--- config.mk ---
export PLATFORM = sky130hd
export DESIGN_NAME = maxpool_ctrl_1
export DESIGN_NICKNAME = d
export VERILOG_FILES = /design/src/rtl/maxpool_ctrl_1_pkg.sv /design/src/rtl/maxpool_ctrl_1_max4.sv /design/src/rtl/maxpool_ctrl_1.sv
export SDC_FILE = /design/constraint.sdc
export NUM_CORES = 1
export LEC_CHECK = 0
export BUFFER_PORTS_ARGS = -buffer_cell sky130_fd_sc_hd__buf_2
export CAP_MARGIN = 10
export CORE_UTILIZATION = 25
export CTS_CLUSTER_SIZE = 24
export DETAILED_ROUTE_END_ITERATION = 10
export HOLD_SLACK_MARGIN = 0.12
export PLACE_DENSITY = 0.46
export SYNTH_ARGS = -nofsm -noshare
export SYNTH_HDL_FRONTEND = slang
export SYNTH_SLANG_ARGS = --single-unit
--- constraint.sdc ---
create_clock -name clk -period 2.85 [get_ports clk]
set_input_delay 0.285 -clock clk [delete_from_list [all_inputs] [get_ports clk]]
set_output_delay 0.285 -clock clk [all_outputs]
set_load 0.005 [all_outputs]
--- src/rtl/maxpool_ctrl_1_pkg.sv ---
// Shared definitions for the 2x2 stride-2 max-pool controller on the conv1 result map.
package maxpool_ctrl_1_pkg;
  localparam int N_C        = 26;
  localparam int N_R        = 26;
  localparam int DATA_W     = 8;
  localparam int ADDR_W     = 10;
  localparam int OUT_ADDR_W = 8;

  localparam int POOL_C = N_C / 2;
  localparam int POOL_R = N_R / 2;
  localparam int POOL_N = POOL_C * POOL_R;

  // Window counters only need to reach the larger of the pooled dimensions.
  localparam int CNT_W = $clog2((POOL_C > POOL_R) ? POOL_C : POOL_R);

  typedef logic signed [DATA_W-1:0] data_t;
  typedef logic [CNT_W-1:0]         cnt_t;

  typedef enum logic [2:0] {
    ST_IDLE = 3'd0,
    ST_RD   = 3'd1,
    ST_LAT  = 3'd2,
    ST_OUT  = 3'd3,
    ST_FIN  = 3'd4
  } state_t;
endpackage

--- src/rtl/maxpool_ctrl_1_max4.sv ---
// Combinational signed maximum of the four words of a 2x2 window.
// Two-level compare tree; ties keep the lower-index word.
module maxpool_max4
  import maxpool_ctrl_1_pkg::*;
(
  input  data_t a0,
  input  data_t a1,
  input  data_t a2,
  input  data_t a3,
  output data_t y
);
  data_t m01;
  data_t m23;

  // Pairwise maxima, then the maximum of the pair winners.
  always_comb begin
    m01 = (a1 > a0) ? a1 : a0;
    m23 = (a3 > a2) ? a3 : a2;
    y   = (m23 > m01) ? m23 : m01;
  end
endmodule

--- src/rtl/maxpool_ctrl_1.sv ---
// Max-pool controller: walks the conv1 result map in 2x2 windows, reads each
// window in one access, and streams the signed maximum per pooled position.
// Build option: define MAXPOOL_RELU_EN to clamp negative maxima to zero
// (fused ReLU); control timing is the same either way.
//
// state | meaning
// IDLE  | waiting for start
// RD    | issue window read at (2*pr, 2*pc)
// LAT   | read data valid, register pooled value and index
// OUT   | present pooled value until accepted
// FIN   | one-cycle done, counters cleared
module maxpool_ctrl_1
  import maxpool_ctrl_1_pkg::*;
(
  input  logic                  clk,
  input  logic                  rst,
  input  logic                  start,
  output logic                  busy,
  output logic                  done,
  output logic                  mem_ren,
  output logic [ADDR_W-1:0]     mem_radd1,
  output logic [ADDR_W-1:0]     mem_radd2,
  input  logic [DATA_W-1:0]     mem_rdata0,
  input  logic [DATA_W-1:0]     mem_rdata1,
  input  logic [DATA_W-1:0]     mem_rdata2,
  input  logic [DATA_W-1:0]     mem_rdata3,
  output logic                  out_valid,
  input  logic                  out_ready,
  output logic [OUT_ADDR_W-1:0] out_addr,
  output logic [DATA_W-1:0]     out_data
);
  state_t state, state_nxt;
  cnt_t   pr, pc, pr_nxt, pc_nxt;
  data_t  max_raw, max_pool;
  logic   hs, last_win;

  assign hs       = (state == ST_OUT) && out_ready;
  assign last_win = (pr == cnt_t'(POOL_R - 1)) && (pc == cnt_t'(POOL_C - 1));

  maxpool_max4 u_max4 (
    .a0 (mem_rdata0),
    .a1 (mem_rdata1),
    .a2 (mem_rdata2),
    .a3 (mem_rdata3),
    .y  (max_raw)
  );

  // Optional fused ReLU on the window maximum.
  always_comb begin
`ifdef MAXPOOL_RELU_EN
    max_pool = max_raw[DATA_W-1] ? '0 : max_raw;
`else
    max_pool = max_raw;
`endif
  end

  // State register.
  always_ff @(posedge clk or posedge rst) begin
    if (rst) state <= ST_IDLE;
    else     state <= state_nxt;
  end

  // Next-state logic.
  always_comb begin
    state_nxt = state;
    case (state)
      ST_IDLE: if (start) state_nxt = ST_RD;
      ST_RD:   state_nxt = ST_LAT;
      ST_LAT:  state_nxt = ST_OUT;
      ST_OUT:  if (out_ready) state_nxt = last_win ? ST_FIN : ST_RD;
      ST_FIN:  state_nxt = ST_IDLE;
      default: state_nxt = ST_IDLE;
    endcase
  end

  // Moore outputs decoded from state.
  always_comb begin
    mem_ren   = 1'b0;
    out_valid = 1'b0;
    done      = 1'b0;
    case (state)
      ST_RD:   mem_ren   = 1'b1;
      ST_OUT:  out_valid = 1'b1;
      ST_FIN:  done      = 1'b1;
      default: ;
    endcase
  end

  // Window counter advance; computed ahead so the read address can be loaded
  // with the window that RD will actually fetch.
  always_comb begin
    pr_nxt = pr;
    pc_nxt = pc;
    if (hs) begin
      if (pc == cnt_t'(POOL_C - 1)) begin
        pc_nxt = '0;
        pr_nxt = (pr == cnt_t'(POOL_R - 1)) ? '0 : pr + 1'b1;
      end else begin
        pc_nxt = pc + 1'b1;
      end
    end
    if (state == ST_FIN) begin
      pr_nxt = '0;
      pc_nxt = '0;
    end
  end

  // Window counters.
  always_ff @(posedge clk or posedge rst) begin
    if (rst) begin
      pr <= '0;
      pc <= '0;
    end else begin
      pr <= pr_nxt;
      pc <= pc_nxt;
    end
  end

  // Busy spans accepted start through the done cycle.
  always_ff @(posedge clk or posedge rst) begin
    if (rst)                            busy <= 1'b0;
    else if (state == ST_IDLE && start) busy <= 1'b1;
    else if (state == ST_FIN)           busy <= 1'b0;
  end

  // Read address loaded on entry to RD, held otherwise.
  always_ff @(posedge clk or posedge rst) begin
    if (rst) begin
      mem_radd1 <= '0;
      mem_radd2 <= '0;
    end else if (state_nxt == ST_RD) begin
      mem_radd1 <= ADDR_W'({pr_nxt, 1'b0});
      mem_radd2 <= ADDR_W'({pc_nxt, 1'b0});
    end
  end

  // Pooled result and linear index captured while read data is valid.
  always_ff @(posedge clk or posedge rst) begin
    if (rst) begin
      out_data <= '0;
      out_addr <= '0;
    end else if (state == ST_LAT) begin
      out_data <= max_pool;
      out_addr <= OUT_ADDR_W'(pr) * OUT_ADDR_W'(POOL_C) + OUT_ADDR_W'(pc);
    end
  end
endmodule

-- After elaboration in Yosys (flattened, before gate mapping)
Cells that the tools add are included.
- flip-flop bits (word level): 36
- output and inout bits: 40
- add/subtract/negate cells: 3
- equality and inequality tests: 7
- $lt $le $gt $ge: 3
- muxes and demuxes: 19
- multiply operators: 1
- reduce and logical (&&, ||, !) cells: 5
- operator list (operator ; count):
    2-to-1 mux 4 bit ; 7
    > comparator 8 bit ; 3
    2-to-1 mux 8 bit ; 3
    case mux 3 bit (4 select lines) ; 1
    2-to-1 mux 3 bit ; 3
    adder 4 x 1 -> 4 bit, second input constant ; 2
    adder 8 x 4 -> 8 bit ; 1
    equality test 4 bit, second input constant ; 2
    multiplier 4 x 4 -> 8 bit, second input constant ; 1
    equality test 3 x 1 -> 1 bit, second input constant ; 2
    equality test 3 x 2 -> 1 bit, second input constant ; 2
    2-to-1 mux 1 bit ; 5
    equality test 3 bit, second input constant ; 1
    logical AND 1 bit ; 3
    zero test 3 bit ; 1
    nonzero test 2 bit ; 1

-- Logic depth before layout (Yosys ltp)
- word-level depth: 6
- depth in mapped cells: 15

-- Modules after synthesis
A second synthesis with hierarchy kept.
- cell total of the unflattened synthesis: 308
- area, all modules: 3079.2 um^2
- by module, submodules not included (module ; seq. area each (um^2) ; area an instance (um^2) ; times used ; cells each):
    maxpool_ctrl_1 ; 900.9 ; 2170.8 ; 1 ; 195
    maxpool_max4 ; 0.0 ; 908.4 ; 1 ; 113

-- Worst setup path after synthesis
No wires, ideal clock.
- kind: input-to-reg
- start point: input mem_rdata0[7]
- end point: register out_data[1]
- data arrival time: 3.016 ns
- slack: -0.293 ns
- setup time: 0.127 ns
- stages on the path: 15
- buffers on the path: 1
- path through: inv_1 > ha_1 > nand4_2 > nor2_4 > a221oi_2 > a311oi_4 > mux2i_1 > ha_1 > a21o_1 > a21oi_1 > o221ai_1 > and3_1 > clkbuf_1 > a22oi_1 > o21ai_1
- longest elaborated chain between the ends: 4
- RTL lines (item ; line ; text):
    start: declaration ; maxpool_ctrl_1.sv:23 ; input logic [DATA_W-1:0] mem_rdata0,
    > comparator 8 bit ; maxpool_ctrl_1_max4.sv:17 ; m01 = (a1 > a0) ? a1 : a0;
    2-to-1 mux 8 bit * ; maxpool_ctrl_1_max4.sv:17 ;
    > comparator 8 bit ; maxpool_ctrl_1_max4.sv:19 ; y = (m23 > m01) ? m23 : m01;
    2-to-1 mux 8 bit * ; maxpool_ctrl_1_max4.sv:19 ;
    end signal: assignment ; maxpool_ctrl_1.sv:143 ; out_data <= max_pool;
    end: declaration ; maxpool_ctrl_1.sv:30 ; output logic [DATA_W-1:0] out_data
Mark *: on every way between the ends. The rest lies on a longest branch, timed or not.
A chain may end at the register's enable or synchronous reset.

-- Worst setup path after layout
- start point: input mem_rdata2[7]
- end point: register out_data[4]
- longest elaborated chain between the ends: 4
- RTL lines (item ; line ; text):
    start: declaration ; maxpool_ctrl_1.sv:25 ; input logic [DATA_W-1:0] mem_rdata2,
    > comparator 8 bit ; maxpool_ctrl_1_max4.sv:18 ; m23 = (a3 > a2) ? a3 : a2;
    2-to-1 mux 8 bit * ; maxpool_ctrl_1_max4.sv:18 ;
    > comparator 8 bit ; maxpool_ctrl_1_max4.sv:19 ;
    2-to-1 mux 8 bit * ; maxpool_ctrl_1_max4.sv:19 ;
Marked as above.

==> impl_metrics.json <==
{
  "status": "finished clean",
  "synth-main-ff-cell": "dfrtp_1",
  "switching_power_mw": 1.547,
  "synth_edf_count": 0,
  "nFillCells": 1142,
  "max_cap_violations": 0,
  "cp_max_fo": 7,
  "cp.required_ns": 3.02,
  "clockBufferDepth": 2,
  "dpl.hpwl_um": 5372,
  "sequentialPowerShare_pct": 23.8,
  "die_area_um2": 12080,
  "cts_tree": "done",
  "num_vias": 2479,
  "grt_usage_pct": 12.33,
  "cts-root-buf": "clkbuf_16",
  "die_y_um": 109.9,
  "p_int_mw": 2.369,
  "postSynthCellCount": 294,
  "rsz0062_at_grt": "true",
  "p_sw_share_pct": 39.50,
  "h-tree-depth": 2,
  "endpoint_kind": "flip-flop",
  "wl_per_cell_um": 13.07,
  "final_cell_mix": "buf_4, buf_2, dfrtp_1",
  "syn_area_um2": 2912,
  "maxSlewHeadroom_pct": 52.61,
  "setup_viol": 0,
  "start_util_pct": 25.61,
  "critPathKind": "primary input to flip-flop",
  "core-area_um2": 11370,
  "syn_avg_cell_area_um2": 9.903,
  "vias_per_cell": 4.443,
  "ant_nets": 0,
  "num_antenna_cells": 0,
  "place_area_um2": 3762,
  "grt_max_degree": 37,
  "regArea_um2": 900.9,
  "fin_tns_setup_ns": 0,
  "p_clk_share_pct": 13.9,
  "drive_above_1_share_pct": 52.29,
  "async_reset_ff_share_pct": 100.0,
  "rows": 39,
  "drc": 0,
  "ys_seq_area_share_pct": 30.94,
  "drv_slew": 0,
  "start_kind": "primary input",
  "final_common_cell": "buf_4",
  "clk_pin_slew_ns": 0.06,
  "pin_count": 76,
  "yosys_warnings": 0,
  "area_delta_synth_final_pct": 56.81,
  "leakage_nw": 2.171,
  "power_density_nw_per_um2": 857.7,
  "clk_latency_ns": 0.28,
  "gp_congestion": 0.7598,
  "multi_input_area_um2": 2282,
  "combPwrFrac_pct": 62.2,
  "arrival_ns": 2.99,
  "irDropWorstVdd_mv": 0.4705,
  "fmax_mhz": 354.4,
  "grt_pass1_vias": 2437,
  "cts_buffers": 5,
  "drtIter0Drc": 56,
  "cts_sinks": 36,
  "dr.pass1.iters": 4,
  "gr-total-overflow": 0,
  "grt_pass1_wl_um": 11580,
  "skew_ns": 0.005495,
  "final.min_clock_period_ns": 2.821,
  "ys_types": 48,
  "fin_nets": 499,
  "wl_um": 7293,
  "ys_ff_latch": 36,
  "worstHoldPathType": "primary input to async pin",
  "tightestPinTransition_ns": 0.7093,
  "hold_violations": 0,
  "ff2ff_path_depth": 13,
  "stdcell_area_um2": 4566,
  "port_buffers": 63,
  "die_w_um": 109.9,
  "period_share_pct": 99.00,
  "antenna_found_initial": 0
}
logic make-up (layout without fill, tap and decap cells):
group,Yosys count,after routing,synth area share (%)
AND/OR/NAND/NOR,65,65,12.81
buffers and inverters,56,166,9.282
AO/OA/AOI/OAI,51,51,12.55
adder cells (fa/ha/maj),49,49,21.57
flip-flops,36,36,30.94
multiplexers,25,25,9.411
XOR/XNOR,11,11,3.309
other,1,12,0.1288
worst max-delay path, cell delays in order:
cell and delay [ns]:
buf_8 0.08, inv_4 0.03, ha_4 0.25, nand4_1 0.14
buf_4 0.19, a2bb2oi_2 0.14, a31oi_4 0.21, buf_6 0.14
mux2_4 0.32, ha_4 0.24, a21o_1 0.19, a21oi_2 0.16
o221ai_2 0.15, and3_4 0.24, a22oi_2 0.13, o21ai_1 0.09
metal layers:
metal | wire length (µm) | global-route usage, %
met1 | 3226 | 16.04
met2 | 3635 | 20.54
met3 | 328 | 2.490
met4 | 103 | 3.524
met5 | 0 | 0
cells in the mapped netlist, drive strengths merged, types with 2 or more instances:
cell	n	area share (%)
inv	37	4.8
buf	14	3.9
nand4	5	1.3
a21o	5	1.3
a22oi	7	1.8
a311oi	2	1.2
nor2	9	1.7
mux2i	9	3.1
ha	47	20
xnor2	7	2.1
xor2	4	1.2
nor3b	4	1.4
a21oi	13	2.2
clkbuf	5	0.64
nand2b	2	0.43
nor3	9	1.5
dfrtp	36	31
fa	2	1.4
nor4b	2	0.60
o21ai	14	2.4
mux2	16	6.3
and3	3	0.64
o21bai	2	0.52
nand2	23	3.0
power groups by stage:
stage,combinational (mW),sequential (mW),clock (mW)
CTS,2.26,0.932,0.559
finish,2.44,0.933,0.546
global route,2.77,0.974,0.584
detailed placement,2.11,0.941,0
global placement,2.11,0.934,0
floorplan,1.43,0.926,0
state kept, by name, summed over array words and instances (netlist names):
name,flops
state,3
mem_radd1,4
busy,1
out_data,8
pc,4
out_addr,8
mem_radd2,4
pr,4
what timing repair did:
item / in CTS / in global routing
endpoints found under the setup margin: 9 / 9
hold buffers: 0 / 0
setup buffers: 5 / 5
resized for setup: 24 / 85
pin swaps: 12 / 37
metrics by stage:
stage                     hold slack (ns)  worst slack (ns)  util (%)  instances  power (mW)
after global placement             0.4545           -0.4360     33.09        540       3.039
after floorplan                    0.4336           -0.1408         -        305       2.360
after CTS                          0.1395          0.002841     35.96        553       3.746
after detailed placement           0.4478           -0.5316     33.09        540       3.054
final                              0.1176           0.02863     40.16        558       3.916
after global routing               0.1828           -0.1006     40.16        558       4.332
worst paths after layout:
path | start | endpoint | slack [ns]
setup reg to reg | pr[1] | out_addr[7] | 0.14
max in group asynchronous | rst | mem_radd1[3] | 2.39
setup / recovery | mem_rdata2[7] | out_data[4] | 0.03
min in group clk | start | busy | 0.26
hold / removal | rst | out_data[0] | 0.12
hold reg to reg | out_addr[6] | out_addr[6] | 0.47
final cells by class:
type,count,share of cell area [%]
Clock buffer,5,2.740
Tap cell,143,3.919
Sequential cell,36,19.73
Timing Repair Buffer,121,19.84
Multi-Input combinational cell,213,49.99
Clock inverter,3,0.4111
Inverter,37,3.371
Note: power is estimated with default switching activity, not from simulation.
